===== src/rtl/timer_sequencer_if.sv =====
// timer_sequencer_if: button/tick inputs and display/control outputs of the
// 60-second timer sequencer, with master (driver) and slave (sequencer) views.
interface timer_sequencer_if;
    logic       Tick;
    logic       Start;
    logic       Stop;
    logic       Clear;
    logic       DivReset;
    logic [3:0] Ones;
    logic [3:0] Tens;
    logic       Running;
    logic       Done;

    modport master (
        output Tick, Start, Stop, Clear,
        input  DivReset, Ones, Tens, Running, Done
    );

    modport slave (
        input  Tick, Start, Stop, Clear,
        output DivReset, Ones, Tens, Running, Done
    );
endinterface


===== src/rtl/timer_sequencer.sv =====
// timer_sequencer: start/stop/clear FSM with a two-digit BCD seconds count.
// Define TIMER_COUNTDOWN_EN to count down from MAX_COUNT to 00 instead of up.
module timer_sequencer #(
    parameter int MAX_COUNT = 59
) (
    input logic              Clockin,
    input logic              Resetn,
    timer_sequencer_if.slave bus
);
    typedef enum logic [1:0] {
        S_IDLE  = 2'd0,
        S_RUN   = 2'd1,
        S_PAUSE = 2'd2,
        S_DONE  = 2'd3
    } state_t;

    localparam logic [3:0] MAX_T = 4'(MAX_COUNT / 10);
    localparam logic [3:0] MAX_O = 4'(MAX_COUNT % 10);
`ifdef TIMER_COUNTDOWN_EN
    localparam logic [3:0] RLD_T = MAX_T;
    localparam logic [3:0] RLD_O = MAX_O;
`else
    localparam logic [3:0] RLD_T = 4'd0;
    localparam logic [3:0] RLD_O = 4'd0;
`endif

    state_t     r_state;
    state_t     w_state_nxt;
    logic [3:0] r_ones;
    logic [3:0] r_tens;
    logic [3:0] w_ones_nxt;
    logic [3:0] w_tens_nxt;
    logic [3:0] w_step_o;
    logic [3:0] w_step_t;
    logic       w_step_end;
    logic       r_divrst;
    logic       w_divrst_nxt;
    logic       r_running;
    logic       r_done;
    logic       r_start_prev;
    logic       r_stop_prev;
    logic       r_clear_prev;
    logic       w_start_ev;
    logic       w_stop_ev;
    logic       w_clear_ev;

    assign w_start_ev = bus.Start & ~r_start_prev;
    assign w_stop_ev  = bus.Stop  & ~r_stop_prev;
    assign w_clear_ev = bus.Clear & ~r_clear_prev;

    // One BCD step of the count and whether it lands on the terminal value
    always_comb begin
        w_step_o = r_ones;
        w_step_t = r_tens;
`ifdef TIMER_COUNTDOWN_EN
        if (r_ones == 4'd0) begin
            w_step_o = 4'd9;
            w_step_t = r_tens - 4'd1;
        end else begin
            w_step_o = r_ones - 4'd1;
        end
        w_step_end = (w_step_t == 4'd0) && (w_step_o == 4'd0);
`else
        if (r_ones == 4'd9) begin
            w_step_o = 4'd0;
            w_step_t = r_tens + 4'd1;
        end else begin
            w_step_o = r_ones + 4'd1;
        end
        w_step_end = (w_step_t == MAX_T) && (w_step_o == MAX_O);
`endif
    end

    // Next state, next count and divider restart; Clear beats Stop beats Start
    always_comb begin
        w_state_nxt  = r_state;
        w_ones_nxt   = r_ones;
        w_tens_nxt   = r_tens;
        w_divrst_nxt = 1'b0;
        unique case (r_state)
            S_IDLE: begin
                if (w_clear_ev) begin
                    w_ones_nxt = RLD_O;
                    w_tens_nxt = RLD_T;
                end else if (w_start_ev) begin
                    w_state_nxt  = S_RUN;
                    w_divrst_nxt = 1'b1;
                end
            end
            S_RUN: begin
                if (w_clear_ev) begin
                    w_state_nxt = S_IDLE;
                    w_ones_nxt  = RLD_O;
                    w_tens_nxt  = RLD_T;
                end else if (w_stop_ev) begin
                    w_state_nxt = S_PAUSE;
                end else if (bus.Tick) begin
                    w_ones_nxt = w_step_o;
                    w_tens_nxt = w_step_t;
                    if (w_step_end) begin
                        w_state_nxt = S_DONE;
                    end
                end
            end
            S_PAUSE: begin
                if (w_clear_ev) begin
                    w_state_nxt = S_IDLE;
                    w_ones_nxt  = RLD_O;
                    w_tens_nxt  = RLD_T;
                end else if (w_start_ev) begin
                    w_state_nxt = S_RUN;
                end
            end
            S_DONE: begin
                if (w_clear_ev) begin
                    w_state_nxt = S_IDLE;
                    w_ones_nxt  = RLD_O;
                    w_tens_nxt  = RLD_T;
                end else if (w_start_ev) begin
                    w_state_nxt  = S_RUN;
                    w_ones_nxt   = RLD_O;
                    w_tens_nxt   = RLD_T;
                    w_divrst_nxt = 1'b1;
                end
            end
            default: begin
                w_state_nxt = S_IDLE;
            end
        endcase
    end

    // State, count, registered outputs and button history
    always_ff @(posedge Clockin) begin
        if (!Resetn) begin
            r_state      <= S_IDLE;
            r_ones       <= RLD_O;
            r_tens       <= RLD_T;
            r_divrst     <= 1'b0;
            r_running    <= 1'b0;
            r_done       <= 1'b0;
            r_start_prev <= 1'b1;
            r_stop_prev  <= 1'b1;
            r_clear_prev <= 1'b1;
        end else begin
            r_state      <= w_state_nxt;
            r_ones       <= w_ones_nxt;
            r_tens       <= w_tens_nxt;
            r_divrst     <= w_divrst_nxt;
            r_running    <= (w_state_nxt == S_RUN);
            r_done       <= (w_state_nxt == S_DONE);
            r_start_prev <= bus.Start;
            r_stop_prev  <= bus.Stop;
            r_clear_prev <= bus.Clear;
        end
    end

    assign bus.DivReset = r_divrst;
    assign bus.Ones     = r_ones;
    assign bus.Tens     = r_tens;
    assign bus.Running  = r_running;
    assign bus.Done     = r_done;
endmodule


===== src/flat_wrapper.sv =====
// flat-port wrapper written by rule: the top's interface ports become plain ports
module timer_sequencer_flat 
#(
    parameter int MAX_COUNT = 59
)
  (Clockin, Resetn, bus_Tick, bus_Start, bus_Stop, bus_Clear, bus_DivReset, bus_Ones, bus_Tens, bus_Running, bus_Done);
  timer_sequencer_if bus_i ();
  input logic Clockin;
  input logic Resetn;
  input wire logic [$bits(bus_i.Tick)-1:0] bus_Tick;
  input wire logic [$bits(bus_i.Start)-1:0] bus_Start;
  input wire logic [$bits(bus_i.Stop)-1:0] bus_Stop;
  input wire logic [$bits(bus_i.Clear)-1:0] bus_Clear;
  output wire logic [$bits(bus_i.DivReset)-1:0] bus_DivReset;
  output wire logic [$bits(bus_i.Ones)-1:0] bus_Ones;
  output wire logic [$bits(bus_i.Tens)-1:0] bus_Tens;
  output wire logic [$bits(bus_i.Running)-1:0] bus_Running;
  output wire logic [$bits(bus_i.Done)-1:0] bus_Done;
  assign bus_i.Tick = bus_Tick;
  assign bus_i.Start = bus_Start;
  assign bus_i.Stop = bus_Stop;
  assign bus_i.Clear = bus_Clear;
  assign bus_DivReset = bus_i.DivReset;
  assign bus_Ones = bus_i.Ones;
  assign bus_Tens = bus_i.Tens;
  assign bus_Running = bus_i.Running;
  assign bus_Done = bus_i.Done;
  timer_sequencer #(.MAX_COUNT(MAX_COUNT)) u_core (.Clockin(Clockin), .Resetn(Resetn), .bus(bus_i));
endmodule

===== config.mk =====
export PLATFORM = sky130hd
export DESIGN_NAME = timer_sequencer_flat
export DESIGN_NICKNAME = d
export VERILOG_FILES = /design/src/rtl/timer_sequencer_if.sv /design/src/rtl/timer_sequencer.sv /design/src/flat_wrapper.sv
export SDC_FILE = /design/constraint.sdc
export NUM_CORES = 1
export LEC_CHECK = 0
export ABC_AREA = 0
export CAP_MARGIN = 40
export CELL_PAD_IN_SITES_DETAIL_PLACEMENT = 1
export CELL_PAD_IN_SITES_GLOBAL_PLACEMENT = 2
export CORE_MARGIN = 2
export CORE_UTILIZATION = 30
export CTS_CLUSTER_SIZE = 28
export DETAILED_ROUTE_END_ITERATION = 7
export GPL_ROUTABILITY_DRIVEN = 1
export PLACE_DENSITY_LB_ADDON = 0.08
export SYNTH_ARGS = -nofsm -noshare
export SYNTH_HDL_FRONTEND = slang
export SYNTH_SLANG_ARGS = --single-unit

===== constraint.sdc =====
create_clock -name Clockin -period 2.3 [get_ports Clockin]
set_clock_uncertainty 0.1 [all_clocks]
set_input_delay 0.575 -clock Clockin [delete_from_list [all_inputs] [get_ports Clockin]]
set_output_delay 0.575 -clock Clockin [all_outputs]
set_load 0.05 [all_outputs]

Word level (Yosys, flattened, before mapping) --
Cells that the tools add are included.
Cells by class: $add $sub $neg 2, bitwise gates (word level) 8, multiplexer cells 22, equal/unequal tests 12, reductions and logical operators 7
Operators with widths (count):
- 4-bit 2-to-1 mux | 11
- 4-bit one-hot mux with 3 select lines | 2
- 2-bit 2-to-1 mux | 7
- 4-bit by 1-bit adder with 4-bit output (second input constant) | 2
- 4-bit equality test (second input constant) | 2
- 2-bit equality test (second input constant) | 3
- 2-bit one-hot mux with 3 select lines | 1
- 2-bit OR reduction | 3
- 1-bit NOT | 5
- 2-bit by 1-bit equality test with 1-bit output (second input constant) | 2
- 4-bit by 3-bit equality test with 1-bit output (second input constant) | 1
- 4-bit AND reduction | 1
- 1-bit bitwise AND | 3
- 3-bit by 1-bit != test with 1-bit output (second input constant) | 1
- 3-bit by 2-bit != test with 1-bit output (second input constant) | 1
- 3-bit != test (second input constant) | 1
- 3-bit OR reduction | 1
- 2-bit logical NOT | 1
- 2-bit by 1-bit != test with 1-bit output (second input constant) | 1
- 1-bit logical AND | 1
- 1-bit 2-to-1 mux | 1
Word-level totals: bits of input ports 6, register bits 16, word-level logic and storage cells 60, output and inout port bits 11

Depth between registers and ports, before layout --
Gate-level depths: netlist (run 1).
depth after elaboration 10, gate-level depth with buffers 7, depth with buffers taken out 7

Worst setup path before layout (run 1) --
Ideal clock, no wire load.
kind register to register, start point register u_core.r_ones[0], in the netlist u_core.bus.Ones[0], end point register u_core.r_running, in the netlist u_core.bus.Running, data arrival time 1.979 ns, setup time 0.127 ns, slack 0.094 ns, path buffers 0, required time 2.073 ns, stages on the path, launching flop included 7, period minus slack after synthesis 2.206 ns, cells stage by stage dfxtp_1 -> ha_1 -> nand3b_1 -> or3_1 -> a221oi_2 -> a2bb2oi_1 -> nor3_1
On the way: word-level cells in the longest chain between the ends 10, elaborated cells on any way between the ends 13, those cells by class add/sub: 1; eq/ne: 4; mux: 7; reduce/logical: 1
Ends and longest elaborated chain:
- from (decl) | line timer_sequencer.sv:29 | logic [3:0] r_ones;
- from (signal assigned) | line timer_sequencer.sv:146 | r_ones <= w_ones_nxt;
- 4-bit by 1-bit adder with 4-bit output / 4-bit equality test (equally long branches) | line timer_sequencer.sv:68, timer_sequencer.sv:64
- 4-bit 2-to-1 mux | line timer_sequencer.sv:64 | if (r_ones == 4'd9) begin
- 4-bit equality test / 4-bit by 3-bit equality test with 1-bit output (equally long branches) | line timer_sequencer.sv:70 | w_step_end = (w_step_t == MAX_T) && (w_step_o == MAX_O);
- 1-bit logical AND (*) | line timer_sequencer.sv:70
- 2-bit 2-to-1 mux (*) | line timer_sequencer.sv:100 | if (w_step_end) begin
- 2-bit 2-to-1 mux (*) | line timer_sequencer.sv:97 | end else if (bus.Tick) begin
- 2-bit 2-to-1 mux (*) | line timer_sequencer.sv:95 | end else if (w_stop_ev) begin
- 2-bit 2-to-1 mux (*) | line timer_sequencer.sv:91 | if (w_clear_ev) begin
- 2-bit one-hot mux with 3 select lines (*) | line timer_sequencer.sv:80 | unique case (r_state)
- 2-bit by 1-bit equality test with 1-bit output (*) | line timer_sequencer.sv:149 | r_running <= (w_state_nxt == S_RUN);
- to (signal assigned) | line timer_sequencer.sv:149
- to (decl) | line timer_sequencer.sv:38 | logic r_running;
Every way passes the cells marked *; elsewhere a longest branch is shown, timed or not. A chain may end at the register's enable or synchronous reset.

Worst setup path in the final report (run 1) --
start point register u_core.r_ones[3], in the netlist u_core.bus.Ones[3], end point output port bus_Ones[3]
RTL lines:
- to (decl) | line flat_wrapper.sv:15 | output wire logic [$bits(bus_i.Ones)-1:0] bus_Ones;
No word-level cell between the ends.

==> results of run 1 <==
[worst min-delay path: stages (launching register included)]
cell	delay (ns)
dfxtp_1	0.35
nand2_1	0.07
a21boi_1	0.05
[layout make-up]
type,instances,area [sq um]
Multi-Input combinational cell,82,583
Timing Repair Buffer,24,230
Sequential cell,16,322
Clock buffer,3,22.5
Tap cell,33,41.3
Inverter,4,15.0
Fill cell,380,1790
[registers in the layout (all words and copies together) (netlist names)]
register,flops
u_core.r_clear_prev,1
u_core.r_state,2
u_core.bus.DivReset,1
u_core.bus.Ones,4
u_core.bus.Tens,4
u_core.r_stop_prev,1
u_core.bus.Running,1
u_core.bus.Done,1
u_core.r_start_prev,1
[cell families after synthesis]
| kind of cell | share of synthesized area, % |
|---|---|
| DFF | 34.5 |
| xor gates and xnor gates | 0.944 |
| buffers and inverters | 2.83 |
| adders and majority gates | 10.8 |
| AOI/OAI and AO/OA | 22.1 |
| and+or+nand+nor | 28.8 |
[worst max-delay path by stage]
stage                               startpoint                               to  depth (start not counted)
3_3_place_gp                         bus_Start  u_core.bus.Tens[1]$_SDFFE_PN0P_                          6
5_1_grt        u_core.bus.Ones[3]$_SDFFE_PN0P_                      bus_Ones[3]                          1
4_1_cts        u_core.bus.Ones[2]$_SDFFE_PN0P_                      bus_Ones[2]                          1
6_report       u_core.bus.Ones[3]$_SDFFE_PN0P_                      bus_Ones[3]                          1
3_5_place_dp                         bus_Start  u_core.bus.Tens[1]$_SDFFE_PN0P_                          6
2_1_floorplan  u_core.bus.Ones[0]$_SDFFE_PN0P_    u_core.bus.Running$_SDFF_PN0_                          6
[layer usage]
layer,track usage (%),vias up,wire length (um)
li1,-,428,-
met1,17.4,414,1090
met2,25.9,5,1180
met3,2.84,2,43
met4,5.71,0,19
met5,0,-,0
[where the power goes]
part / switching (mW) / internal [mW] / leakage, nW
combinational: 0.107 / 0.0821 / 0.364
sequential: 0.0112 / 0.291 / 0.131
clock: 0.0955 / 0.0608 / 0.0138
[timing repair]
item,4_1_cts,5_1_grt
pin swaps,0,0
setup endpoints to repair,1,4
hold buffers,0,0
gates resized for setup,1,5
[cells in the final DEF (no fill, tap or decap), types with 2 or more instances in the layout]
master,synthesis,routed
a21oi_1,2,2
nand2b_1,6,6
a211o_1,2,2
ha_1,8,8
nand3b_1,2,2
nand4b_1,2,2
nand3_1,3,3
clkbuf_4,0,3
dfxtp_1,16,15
inv_1,4,4
or4_1,4,4
buf_4,0,8
a21boi_0,2,2
o21ai_0,9,9
nor2b_1,2,2
nor2_1,6,6
a21boi_1,8,8
dlymetal6s2s_1,0,4
clkdlybuf4s50_1,0,12
nand2_1,8,8
or2_2,2,2
[stage by stage]
step	TNS, ns	instance area [sq um]
3_5_place_dp	-1.67	1180
6_report	0	1210
3_3_place_gp	-1.36	1180
4_1_cts	0	1200
2_1_floorplan	0	928
5_1_grt	0	1210
==> flow_metrics.py, run 1 <==
metrics = {
    "synth": {
        "synth_ff_type": "dfxtp_1",
        "yosys_warnings": 0,
        "syn_area_sq_um": 928,
        "synthDistinctLibCells": 34,
        "synth.most_common_cell": "dfxtp_1",
        "ys_async_sr_fraction_pct": 0,
        "avgSynthCellArea_sq_um": 8.84,
        "syn_inst": 105,
        "synth-edff-count": 0,
        "synth-seq-area-share_pct": 34.5,
        "synth_top_cell_by_area": "dfxtp_1",
        "synth_nets": 119,
        "ys_ff_latch": 16,
        "synth.area.top_cells": "dfxtp_1 35%, ha_1 11%, a21boi_1 6.5%",
        "yosysTopAreaCellShare_pct": 34.5,
        "synth_common_cells": "16 x dfxtp_1, 9 x o21ai_0, 8 x a21boi_1, 8 x ha_1, 8 x nand2_1",
    },
    "run_status": {
        "status": "finished clean",
    },
    "detailed_routing": {
        "dr_total_vias": 849,
        "vias_per_cell": 5.24,
        "wire_per_inst_um": 14.4,
        "firstDrtPassIters": 2,
        "drt-total-wl_um": 2340,
        "drt_iter0_markers": 12,
        "route.detailed.drc": 0,
        "ant_nets": 0,
    },
    "power": {
        "power.density_nw_per_um2": 534,
        "finalPower_mw": 0.648,
        "irDropWorstVdd_mv": 0.220,
        "power_leakage_nw": 0.508,
    },
    "sta": {
        "rsz0062_at_grt": "no",
        "max_freq_mhz": 451,
        "slew_violations": 0,
        "whs_ns": 0.410,
        "max_slew_margin_pct": 66.1,
        "tightest_slew_ns": 0.507,
        "hold_viol_final": 0,
        "finalCritPeriodShare_pct": 96.5,
        "min_period_ns": 2.22,
        "fin_ws_ns": 0.0810,
        "setup-violations-final": 0,
    },
    "clock_network": {
        "cts-root-buf": "clkbuf_4",
        "cts_buffer_depth": 2,
        "clkLatencyLatePin_ns": 0.29,
        "clk_pin_slew_worst_paths_ns": 0.10,
        "cts_buffers": 3,
        "h-tree-depth": 1,
        "post_cts_buffers": 0,
        "cts_tree": "yes",
        "clock-sinks": 16,
    },
    "floorplan": {
        "row_count": 20,
        "die_height_um": 59.6,
        "ios": 17,
        "die_area_sq_um": 3560,
        "initial_core_util_pct": 30.9,
        "die_w_um": 59.6,
        "core_sq_um": 3000,
    },
    "setup_path": {
        "critPathMaxFanout": 6,
        "rr_worst_depth": 6,
        "end_kind": "primary output",
        "reg2reg_setup_slack_ns": 0.14,
        "crit_slowest_cell": "clkdlybuf4s50_1",
        "worstPathCellList": "clkdlybuf4s50_1",
        "critical_path_class": "reg2out",
        "critPathLaunchType": "flip-flop",
        "arrival_ns": 1.54,
        "crit_required_ns": 1.62,
        "r2r_end": "u_core.bus.Tens[1]$_SDFFE_PN0P_",
        "crit_buf_inv": 1,
        "r2r-start": "u_core.r_state[1]$_SDFF_PN0_",
        "slowest_delay_ns": 0.83,
        "path_delay_family": "buffers and inverters",
    },
    "grt": {
        "overflow": 0,
        "antenna_found_initial": 0,
        "grt_pass1_wl_um": 3920,
        "grt_pass1_vias": 870,
        "grt_usage_pct": 14.7,
        "grt_max_degree": 14,
    },
    "placed_design": {
        "port_buffers": 16,
        "dp.cells": 159,
        "hpwlAfterDp_um": 1790,
        "gp_congestion": 0.863,
        "post-place-ws_ns": -0.301,
    },
    "finish": {
        "fin_util_pct": 40.4,
        "fin_cells": 162,
        "antenna_cells": 0,
        "final_nets": 145,
        "area_growth_pct": 30.7,
        "drive_above_1_share_pct": 13.2,
    },
    "worst_hold_path": {
        "min_from": "u_core.bus.Ones[1]$_SDFFE_PN0P_",
        "min_path_type": "reg2reg",
        "whs_path_depth": 2,
        "worst_hold_path.endpoint": "u_core.bus.Ones[1]$_SDFFE_PN0P_",
    },
    "flow_run": {
        "maxCapViolCount": 0,
    },
}
(Power assumes the default switching activity.)
==> run 2, diff against run 1 <==
--- a/config.mk
+++ b/config.mk
@@ -9,7 +9,6 @@
 export CAP_MARGIN = 40
 export CELL_PAD_IN_SITES_DETAIL_PLACEMENT = 1
 export CELL_PAD_IN_SITES_GLOBAL_PLACEMENT = 2
-export CORE_MARGIN = 2
 export CORE_UTILIZATION = 30
 export CTS_CLUSTER_SIZE = 28
 export DETAILED_ROUTE_END_ITERATION = 7
==> run 2 against run 1 <==
  * The run now ends with DRC left
  * Hold slack worse by 0.0012 ns
  * First-iteration DRC count is 8.3% lower
  * Critical path depth unchanged
  * Clock power barely moved
  * Routed wire length grew 2.9%
  * Power shrank 1.3%
  * Largest cell class unchanged
==> flow_metrics.py, run 2 (synthesis gave the netlist of run 1 again) <==
metrics = {
    "grt": {
        "grt_usage_pct": 16.8,
        "grt_pass1_wl_um": 4210,
        "antenna_found_initial": 0,
        "grt_pass1_vias": 929,
        "overflow": 0,
        "grt_max_degree": 14,
    },
    "sta": {
        "whs_ns": 0.409,
        "setup-violations-final": 0,
        "min_period_ns": 2.23,
        "fin_tns_setup_ns": 0,
        "max_freq_mhz": 449,
        "finalCritPeriodShare_pct": 96.8,
        "slew_violations": 0,
        "tightest_slew_ns": 0.504,
        "hold_viol_final": 0,
        "max_slew_margin_pct": 66.3,
        "rsz0062_at_grt": "no",
    },
    "finish": {
        "drive_above_1_share_pct": 11.7,
        "area_growth_pct": 29.5,
        "final_common_cell": "dfxtp_1",
        "fin_cells": 159,
        "multiInputGateArea_sq_um": 583,
        "final_nets": 144,
        "filler_cell_count": 341,
        "final_cell_mix": "16 x dfxtp_1, 12 x clkdlybuf4s50_1, 9 x o21ai_0",
        "fin_area_sq_um": 1200,
        "antenna_cells": 0,
        "final-seq-area_sq_um": 320,
    },
    "setup_path": {
        "critPathLaunchType": "flip-flop",
        "critPathMaxFanout": 5,
        "critical_path_class": "reg2out",
        "crit_required_ns": 1.62,
        "crit_buf_inv": 1,
        "worstPathCellList": "clkdlybuf4s50_1",
        "arrival_ns": 1.55,
        "end_kind": "primary output",
        "crit_slowest_cell": "clkdlybuf4s50_1",
        "slowest_delay_ns": 0.84,
        "path_delay_family": "buffers and inverters",
    },
    "power": {
        "irDropWorstVdd_mv": 0.273,
        "finalPower_mw": 0.640,
        "power_leakage_nw": 0.503,
        "power.density_nw_per_um2": 532,
    },
    "clock_network": {
        "clkLatencyLatePin_ns": 0.30,
        "h-tree-depth": 1,
        "clock-sinks": 16,
        "cts_tree": "yes",
        "clk_pin_slew_worst_paths_ns": 0.09,
        "cts_buffers": 3,
        "cts-root-buf": "clkbuf_4",
        "cts_buffer_depth": 2,
    },
    "placed_design": {
        "dp.cells": 156,
        "post_dp_cell_area_sq_um": 1170,
        "port_buffers": 16,
        "gp_congestion": 0.783,
        "hpwlAfterDp_um": 1870,
    },
    "detailed_routing": {
        "drt-total-wl_um": 2410,
        "ant_nets": 0,
        "vias_per_cell": 5.42,
        "route.detailed.drc": 2,
        "wire_per_inst_um": 15.1,
        "firstDrtPassIters": 6,
        "dr_total_vias": 861,
        "drt_iter0_markers": 11,
    },
    "floorplan": {
        "ios": 17,
        "die_area_sq_um": 3320,
        "die_height_um": 57.6,
        "core_sq_um": 2850,
        "initial_core_util_pct": 32.5,
        "row_count": 19,
        "die_w_um": 57.6,
    },
    "run_status": {
        "status": "finished with violations",
        "violations": "DRC",
    },
    "worst_hold_path": {
        "min_path_type": "reg2reg",
    },
    "flow_run": {
        "maxCapViolCount": 0,
    },
}
## run 2: path summary, 6_finish.rpt
kind / endpoint / slack (ns) / cells after the start / from
setup / recovery: bus_Tens[2] / 0.07 / 1 / u_core.bus.Tens[2]$_SDFFE_PN0P_
hold / removal: u_core.bus.Tens[3]$_SDFFE_PN0P_ / 0.41 / 2 / u_core.bus.Tens[3]$_SDFFE_PN0P_
setup reg to reg: u_core.bus.Tens[1]$_SDFFE_PN0P_ / 0.16 / 6 / u_core.r_state[0]$_SDFF_PN0_
hold reg to reg: u_core.bus.Tens[3]$_SDFFE_PN0P_ / 0.41 / 2 / u_core.bus.Tens[3]$_SDFFE_PN0P_
## run 2: cell type report
type                            instances  area share [%]
Timing Repair Buffer                   23            18.5
Tap cell                               31            3.23
Multi-Input combinational cell         82            48.5
Clock buffer                            3            1.87
Sequential cell                        16            26.6
Inverter                                4            1.25
## run 2: repair_timing
item | 4_1_cts | 5_1_grt
gates resized for setup | 0 | 5
buffers inserted | 0 | 0
setup endpoints to repair | 0 | 7
hold buffers | 0 | 0
## run 2: stage by stage
stage	utilization [%]	setup slack (ns)
3_5_place_dp	41.0	-0.299
2_1_floorplan	-	0.0936
6_report	42.1	0.0741
5_1_grt	42.1	0.0122
4_1_cts	41.8	0.00378
3_3_place_gp	41.0	-0.251
## run 2: power by group
part,leakage [nW],total [mW],switching [mW],internal (mW)
Sequential,0.130,0.301,0.0113,0.290
Clock,0.0138,0.153,0.0922,0.0611
Combinational,0.360,0.185,0.107,0.0781
## run 2: metal layers
metal  GRT usage (%)  vias up  part of all wire [%]
li1                -      428                     -
met3            4.69        4                   3.8
met5               0        -                     0
met1            22.8      413                    51
met2            25.4       16                    44
met4            5.92        0                   1.1
